File: src/rtl/eq_band_mixer.sv
// eq_band_mixer: serially sums NUM_BANDS band samples, saturates, applies Q2.10 master volume; ports clk/rst_n, in_vld+bands_in+vol_in in, aud_out+out_vld out, busy/ovr status
module eq_band_mixer #(
  parameter int NUM_BANDS = 5
) (
  input  logic                    clk,
  input  logic                    rst_n,
  input  logic                    in_vld,
  input  logic [16*NUM_BANDS-1:0] bands_in,
  input  logic [12:0]             vol_in,
  output logic [15:0]             aud_out,
  output logic                    out_vld,
  output logic                    busy,
  output logic                    ovr
);
  localparam int IW = $clog2(NUM_BANDS);
  localparam int AW = 16 + IW;
  typedef enum logic [1:0] {IDLE, ACCUM, SCALE} state_t;
  state_t state, state_nx;
  logic [16*NUM_BANDS-1:0] bands_q;
  logic signed [12:0] vol_q;
  logic signed [AW-1:0] acc;
  logic [IW-1:0] idx;
  logic [15:0] band;
  logic last;
  logic signed [15:0] sum_sat;
  logic signed [28:0] prod;
  logic [15:0] res;
  always_comb begin
    band = bands_q[{idx, 4'b0000} +: 16];
    last = idx == IW'(NUM_BANDS - 1);
    sum_sat = (!acc[AW-1] && |acc[AW-2:15]) ? 16'sh7fff :
              (acc[AW-1] && !(&acc[AW-2:15])) ? 16'sh8000 : acc[15:0];
    prod = $signed({{13{sum_sat[15]}}, sum_sat}) * $signed({{16{vol_q[12]}}, vol_q});
    res = (!prod[28] && |prod[27:25]) ? 16'h7fff :
          (prod[28] && !(&prod[27:25])) ? 16'h8000 : prod[25:10];
    state_nx = state == IDLE  ? (in_vld ? ACCUM : IDLE) :
               state == ACCUM ? (last ? SCALE : ACCUM) : IDLE;
  end
  assign busy = state != IDLE;
  always_ff @(posedge clk or negedge rst_n)
    if (!rst_n) state <= IDLE;
    else state <= state_nx;
  always_ff @(posedge clk or negedge rst_n) begin
    if (!rst_n) begin
      bands_q <= '0;
      vol_q   <= '0;
      acc     <= '0;
      idx     <= '0;
      aud_out <= '0;
      out_vld <= 1'b0;
      ovr     <= 1'b0;
    end else begin
      out_vld <= 1'b0;
      ovr     <= in_vld && busy;
      if (state == IDLE && in_vld) begin
        bands_q <= bands_in;
        vol_q   <= vol_in;
        acc     <= '0;
        idx     <= '0;
      end
      if (state == ACCUM) begin
        acc <= acc + {{IW{band[15]}}, band};
        idx <= idx + IW'(1);
      end
      if (state == SCALE) begin
        aud_out <= res;
        out_vld <= 1'b1;
      end
    end
  end
endmodule

File: config.mk
export PLATFORM = sky130hd
export DESIGN_NAME = eq_band_mixer
export DESIGN_NICKNAME = d
export VERILOG_FILES = /design/src/rtl/eq_band_mixer.sv
export SDC_FILE = /design/constraint.sdc
export NUM_CORES = 1
export LEC_CHECK = 0
export CAP_MARGIN = 15
export CORE_MARGIN = 2
export CORE_UTILIZATION = 61
export CTS_BUF_LIST = sky130_fd_sc_hd__clkbuf_4 sky130_fd_sc_hd__clkbuf_8 sky130_fd_sc_hd__clkbuf_16
export DETAILED_ROUTE_END_ITERATION = 6
export MAX_ROUTING_LAYER = met4
export PLACE_DENSITY_LB_ADDON = 0.15
export SKIP_LAST_GASP = 1
export SLEW_MARGIN = 0
export SYNTH_ARGS = -nofsm -noshare
export SYNTH_HDL_FRONTEND = slang
export SYNTH_SLANG_ARGS = --single-unit
File: constraint.sdc
create_clock -name clk -period 9 [get_ports clk]
set_input_delay 1.8 -clock clk [delete_from_list [all_inputs] [get_ports clk]]
set_output_delay 1.8 -clock clk [all_outputs]
set_load 0.005 [all_outputs]
==> results of run 1 <==
==> worst max-delay path, delay by kind of cell (launching register included) <==
kind,cells,cell delay (ns)
fa+ha+maj,7,3.16
compound gates,10,2.72
buf+inv,2,0.33
simple gates,3,1.05
flops,1,0.59
==> synthesized netlist by cell type, types with 3 or more instances <==
cell type	number	area share
clkbuf_1	57	0.015
o32ai_2	10	0.011
nor3_1	13	0.0046
o21ai_0	35	0.012
a31oi_4	3	0.0045
nor2b_1	6	0.0026
nor2_1	36	0.0095
and3_1	11	0.0048
buf_2	3	0.0011
nand3_1	8	0.0028
o21bai_1	3	0.0016
mux2i_1	8	0.0056
ha_1	88	0.077
o21a_1	17	0.0090
mux2_2	92	0.073
and2_1	88	0.039
inv_1	219	0.058
dfrtp_1	135	0.24
nand2b_1	10	0.0044
o31ai_1	3	0.0016
mux4_2	16	0.025
o22ai_1	12	0.0053
a21o_1	13	0.0069
a21oi_1	26	0.0091
nand2_1	164	0.043
nand4_1	5	0.0022
a211oi_1	4	0.0021
buf_1	5	0.0013
o32ai_1	7	0.0043
a31oi_1	4	0.0018
nor3b_1	3	0.0016
xnor2_1	23	0.014
xor2_1	15	0.0092
or2_2	3	0.0013
fa_1	195	0.27
==> layer usage <==
| metal | global-route usage | wire (um) |
|---|---|---|
| met1 | 0.3684 | 13380 |
| met2 | 0.4814 | 16200 |
| met3 | 0.04985 | 1678 |
| met4 | 0.07427 | 719 |
| met5 | - | 0 |
==> kinds of logic after synthesis <==
kind of cell	share of synthesized area
muxes	0.1037
and+or+nand+nor	0.1211
adders and majority gates	0.3514
xor gates and xnor gates	0.02451
buffers and inverters	0.07695
DFF	0.2372
AOI/OAI and AO/OA	0.08521
==> state kept, by name, summed over array words and instances (netlist names) <==
signal and count:
bands_q 80, idx 3, aud_out 16, vol_q 13, ovr 1, acc 19, out_vld 1, state 2
==> through the flow <==
step,utilization,cells,hold WS (ns)
after floorplan,-,1375,0.4711
after global placement,0.6835,1743,0.4842
after detailed placement,0.6835,1743,0.4919
after CTS,0.7108,1775,0.5062
after global routing,0.7108,1775,0.5148
final,0.7108,1775,0.5037
==> worst max path at each step <==
stage | slack (ns) | endpoint | start | depth (start not counted)
6_report | 0.99 | aud_out[4]$_DFFE_PN0P_ | acc[18]$_DFFE_PN0P_ | 22
4_1_cts | 1.03 | aud_out[4]$_DFFE_PN0P_ | acc[18]$_DFFE_PN0P_ | 22
5_1_grt | 0.54 | aud_out[4]$_DFFE_PN0P_ | acc[18]$_DFFE_PN0P_ | 21
2_1_floorplan | 2.10 | aud_out[10]$_DFFE_PN0P_ | acc[18]$_DFFE_PN0P_ | 24
3_3_place_gp | 1.33 | aud_out[0]$_DFFE_PN0P_ | acc[18]$_DFFE_PN0P_ | 21
3_5_place_dp | 1.06 | aud_out[4]$_DFFE_PN0P_ | acc[18]$_DFFE_PN0P_ | 21
==> layout make-up <==
class	instances	area, um2	area share
Clock inverter	14	187.7	0.01159
Inverter	220	825.8	0.05100
Multi-Input combinational cell	953	9772	0.6036
Sequential cell	135	3378	0.2087
Clock buffer	18	432.9	0.02674
Timing Repair Buffer	122	1202	0.07427
Tap cell	313	391.6	0.02419
==> flow_metrics.env, run 1 <==
export IMPL_whs_path_depth=1
export IMPL_clk_pin_slew_ns=0.07
export IMPL_synth_edf_count=0
export IMPL_place_gp_congestion=0.8941
export IMPL_die_h_um=156.8
export IMPL_tritoncts="yes"
export IMPL_portBuffers=114
export IMPL_cpPeakStageDelay_ns=0.77
export IMPL_die_w_um=156.8
export IMPL_clock_root_buffer="clkbuf_16"
export IMPL_htree_levels=4
export IMPL_num_rows=55
export IMPL_cts_inserted_buffers=17
export IMPL_status="finished clean"
export IMPL_initial_utilization=0.6253
export IMPL_ys_dominant_reg_cell="dfrtp_1"
export IMPL_postLayoutCellArea_um2=16190
export IMPL_max_cap_violations=0
export IMPL_maxSlewHeadroom=0.3502
export IMPL_area_growth_pct=13.67
export IMPL_antenna_found_initial=0
export IMPL_reg2reg_from="acc[18]$_DFFE_PN0P_"
export IMPL_arrival_ns=8.29
export IMPL_async_flop_share=1.000
export IMPL_coreArea_um2=22780
export IMPL_syn_instance_count=1375
export IMPL_drv_slew=0
export IMPL_hpwl_mm=24.83
export IMPL_gr_total_overflow=0
export IMPL_drtIter0Drc=575
export IMPL_crit_path_cell_trace="nor2_1 -> o21a_1 -> nand2_1 -> fa_1 -> fa_1 -> fa_1 -> inv_1 -> fa_1 -> fa_1 -> ha_1 -> ha_1 -> a21o_1 -> a21o_1 -> a2111oi_4 -> o32ai_1 -> a31oi_4 -> a211oi_2 -> a211oi_4 -> buf_4 -> nand2_2 -> a21oi_4 -> o32ai_1"
export IMPL_grt_usage=0.2883
export IMPL_grt_pass1_vias=10900
export IMPL_insertion_delay_ns=0.43
export IMPL_crit_top_cell="fa_1"
export IMPL_drt_wl_total_mm=31.99
export IMPL_grt_max_degree=82
export IMPL_final_nets=1828
export IMPL_final_cell_mix="inv_1 (219), fa_1 (195), nand2_1 (164)"
export IMPL_grt_setup_unrepaired="no"
export IMPL_endpoint_kind="register"
export IMPL_synth_cell_type_count=62
export IMPL_wl_per_cell_um=18.02
export IMPL_worstSetupPathType="register to register"
export IMPL_fin_crit_sh=0.8904
export IMPL_syn_num_nets=1754
export IMPL_viasPerCell=5.642
export IMPL_pre_cts_ws_ns=1.057
export IMPL_fin_skew_ns=0.01711
export IMPL_clk_path_buf_depth=2
export IMPL_syn_area_per_cell_um2=10.36
export IMPL_ios=115
export IMPL_cp_required_ns=9.27
export IMPL_grt_pass1_wl_mm=53.59
export IMPL_critical_path_peak_fanout=19
export IMPL_synth_seq_cells=135
export IMPL_vias=10010
export IMPL_ant_nets=0
export IMPL_rr_endpoint="aud_out[4]$_DFFE_PN0P_"
export IMPL_startpoint_type="register"
export IMPL_drive_gt1_frac=0.1218
export IMPL_cts_hold_buf=0
export IMPL_reg2reg_slack_ns=0.99
export IMPL_reg2reg_depth=22
export IMPL_fmax_mhz=124.8
export IMPL_hp_start="bands_q[12]$_DFFE_PN0P_"
export IMPL_syn_area_um2=14240
export IMPL_setup_violations=0
export IMPL_drc_errors=0
export IMPL_period_needed_ns=8.013
export IMPL_dieArea_um2=24590
export IMPL_setup_tns_ns=0
export IMPL_placed_area_um2=15570
export IMPL_yosys_warnings=0
export IMPL_dr_pass1_iters=5
export IMPL_hold_class="register to register"
export IMPL_num_antenna_cells=0
export IMPL_fill_cells=1670
export IMPL_synth_seq_area_share=0.2372
export IMPL_slowest_stage="nor2_1"
export IMPL_setup_ws_ns=0.9867
export IMPL_tightest_slew_ns=0.9747
export IMPL_hold_end="bands_q[12]$_DFFE_PN0P_"
export IMPL_cts_sinks=135
export IMPL_hold_viol_final=0
export IMPL_layout_commonest_cell="inv_1"
export IMPL_post_cts_buffers=0
export IMPL_cts_resized=0
Power of run 1 is left out: the tool's default activity adds up to more than one toggle a clock period on the data nets, which glitch-free logic cannot reach.
==> run 2: changes to the inputs <==
--- a/config.mk
+++ b/config.mk
@@ -10,6 +10,7 @@
 export CORE_UTILIZATION = 61
 export CTS_BUF_LIST = sky130_fd_sc_hd__clkbuf_4 sky130_fd_sc_hd__clkbuf_8 sky130_fd_sc_hd__clkbuf_16
 export DETAILED_ROUTE_END_ITERATION = 6
+export DONT_BUFFER_PORTS = 1
 export MAX_ROUTING_LAYER = met4
 export PLACE_DENSITY_LB_ADDON = 0.15
 export SKIP_LAST_GASP = 1
==> run 2 against run 1 <==
Against the previous run: wire length is 4.5% lower; register-to-register slack improved by 0.08 ns; via count decreased by 6.1%; critical path depth down 1; clock skew is 0.0031 ns lower; die area unchanged; clock-buffer cell count unchanged; setup slack better by 0.079 ns; largest cell class unchanged.
==> flow_metrics.env, run 2 (same netlist as run 1, synthesis figures left out) <==
export IMPL_final_cell_mix="inv_1 (219), fa_1 (195), nand2_1 (164)"
export IMPL_dr_pass1_iters=5
export IMPL_status="finished clean"
export IMPL_crit_end="aud_out[2]$_DFFE_PN0P_"
export IMPL_drv_slew=0
export IMPL_reg2reg_from="acc[18]$_DFFE_PN0P_"
export IMPL_layout_commonest_cell="inv_1"
export IMPL_htree_levels=4
export IMPL_hold_viol_final=0
export IMPL_rr_endpoint="aud_out[2]$_DFFE_PN0P_"
export IMPL_setup_violations=0
export IMPL_worstSetupPathType="register to register"
export IMPL_antenna_found_initial=1
export IMPL_area_growth_pct=5.473
export IMPL_grt_use_met3=0.05511
export IMPL_drc_errors=0
export IMPL_fmax_mhz=126.0
export IMPL_setup_tns_ns=0
export IMPL_grt_pass1_vias=9996
export IMPL_dieArea_um2=24590
export IMPL_gr_total_overflow=0
export IMPL_hpwl_mm=24.01
export IMPL_post_cts_buffers=0
export IMPL_clock_root_buffer="clkbuf_16"
export IMPL_cp_required_ns=9.26
export IMPL_initial_utilization=0.6253
export IMPL_maxSlewHeadroom=0.3664
export IMPL_fin_skew_ns=0.01399
export IMPL_max_cap_violations=0
export IMPL_insertion_delay_ns=0.42
export IMPL_arrival_ns=8.19
export IMPL_drt_wl_total_mm=30.55
export IMPL_top_regs="bands_q: 80 flops, acc: 19 flops, aud_out: 16 flops"
export IMPL_cts_sinks=135
export IMPL_largest_register="bands_q"
export IMPL_place_gp_congestion=0.9313
export IMPL_hold_class="register to register"
export IMPL_tritoncts="yes"
export IMPL_cts_inserted_buffers=17
export IMPL_met1_usage=0.3555
export IMPL_critical_path_peak_fanout=19
export IMPL_drive_gt1_frac=0.1307
export IMPL_viasPerCell=5.660
export IMPL_die_h_um=156.8
export IMPL_vias=9401
export IMPL_ios=115
export IMPL_largest_reg_flops=80
export IMPL_tightest_slew_ns=0.9485
export IMPL_grt_pass1_wl_mm=51.05
export IMPL_drtIter0Drc=376
export IMPL_grt_setup_unrepaired="no"
export IMPL_coreArea_um2=22780
export IMPL_reg2reg_depth=21
export IMPL_ant_nets=0
export IMPL_cts_resized=0
export IMPL_die_w_um=156.8
export IMPL_wl_per_cell_um=18.39
export IMPL_grt_busiest_layer="met2"
export IMPL_clk_path_buf_depth=2
export IMPL_period_needed_ns=7.935
export IMPL_startpoint_type="register"
export IMPL_grt_max_degree=136
export IMPL_fin_crit_sh=0.8816
export IMPL_critPathLaunch="acc[18]$_DFFE_PN0P_"
export IMPL_portBuffers=0
export IMPL_grt_met2_usage=0.4543
export IMPL_clk_pin_slew_ns=0.07
export IMPL_grt_usage=0.2753
export IMPL_num_rows=55
export IMPL_final_nets=1713
export IMPL_reg2reg_slack_ns=1.07
export IMPL_endpoint_kind="register"
export IMPL_cts_hold_buf=0
## run 2: critical path, cell delays in order, from the launching register on
cell	delay, ns
dfrtp_1	0.58
nor2_1	0.74
o21a_1	0.45
nand2_1	0.14
fa_1	0.53
fa_1	0.53
inv_1	0.06
fa_1	0.55
fa_1	0.43
fa_1	0.51
fa_1	0.41
ha_1	0.36
a21o_1	0.22
a2111oi_4	0.44
o32ai_1	0.18
a31oi_4	0.23
a211oi_2	0.13
a211oi_4	0.21
buf_4	0.29
nand2_2	0.11
a21oi_4	0.46
o32ai_1	0.20
## run 2: layout make-up
type	instances	area, um2
fillers	1759	7755
inverters	220	825.8
diodes	1	2.502
clock buffers	18	439.2
multi-input cells	953	9772
clock inverters	14	161.4
flip-flops and latches	135	3378
well taps	313	391.6
repair buffers	7	52.55
## run 2: worst min path at each step
| stage | from | end | slack, ns | cells after the start |
|---|---|---|---|---|
| global route | bands_q[76]$_DFFE_PN0P_ | bands_q[76]$_DFFE_PN0P_ | 0.52 | 1 |
| CTS | bands_q[49]$_DFFE_PN0P_ | bands_q[49]$_DFFE_PN0P_ | 0.51 | 1 |
| floorplan | aud_out[15]$_DFFE_PN0P_ | aud_out[15]$_DFFE_PN0P_ | 0.47 | 2 |
| detailed placement | bands_q[7]$_DFFE_PN0P_ | bands_q[7]$_DFFE_PN0P_ | 0.49 | 1 |
| global placement | bands_q[9]$_DFFE_PN0P_ | bands_q[9]$_DFFE_PN0P_ | 0.49 | 1 |
| finish | bands_q[49]$_DFFE_PN0P_ | bands_q[49]$_DFFE_PN0P_ | 0.50 | 1 |
## run 2: routing by layer
metal / share of wire / up-vias
met4: 0.019 / 0
met3: 0.051 / 49
met1: 0.44 / 4795
met5: 0 / -
li1: - / 4338
met2: 0.49 / 219
## run 2: per-stage QoR
stage	hold slack, ns	cell area, um2	instances	util	setup slack [ns]
finish	0.5008	15020	1661	0.6595	1.065
global route	0.5170	15020	1661	0.6595	0.6111
CTS	0.5061	15020	1660	0.6594	1.054
detailed placement	0.4921	14420	1628	0.6331	1.067
global placement	0.4854	14420	1628	0.6331	1.288
floorplan	0.4711	14240	1375	-	2.103
Power of run 2 is left out for the same reason.
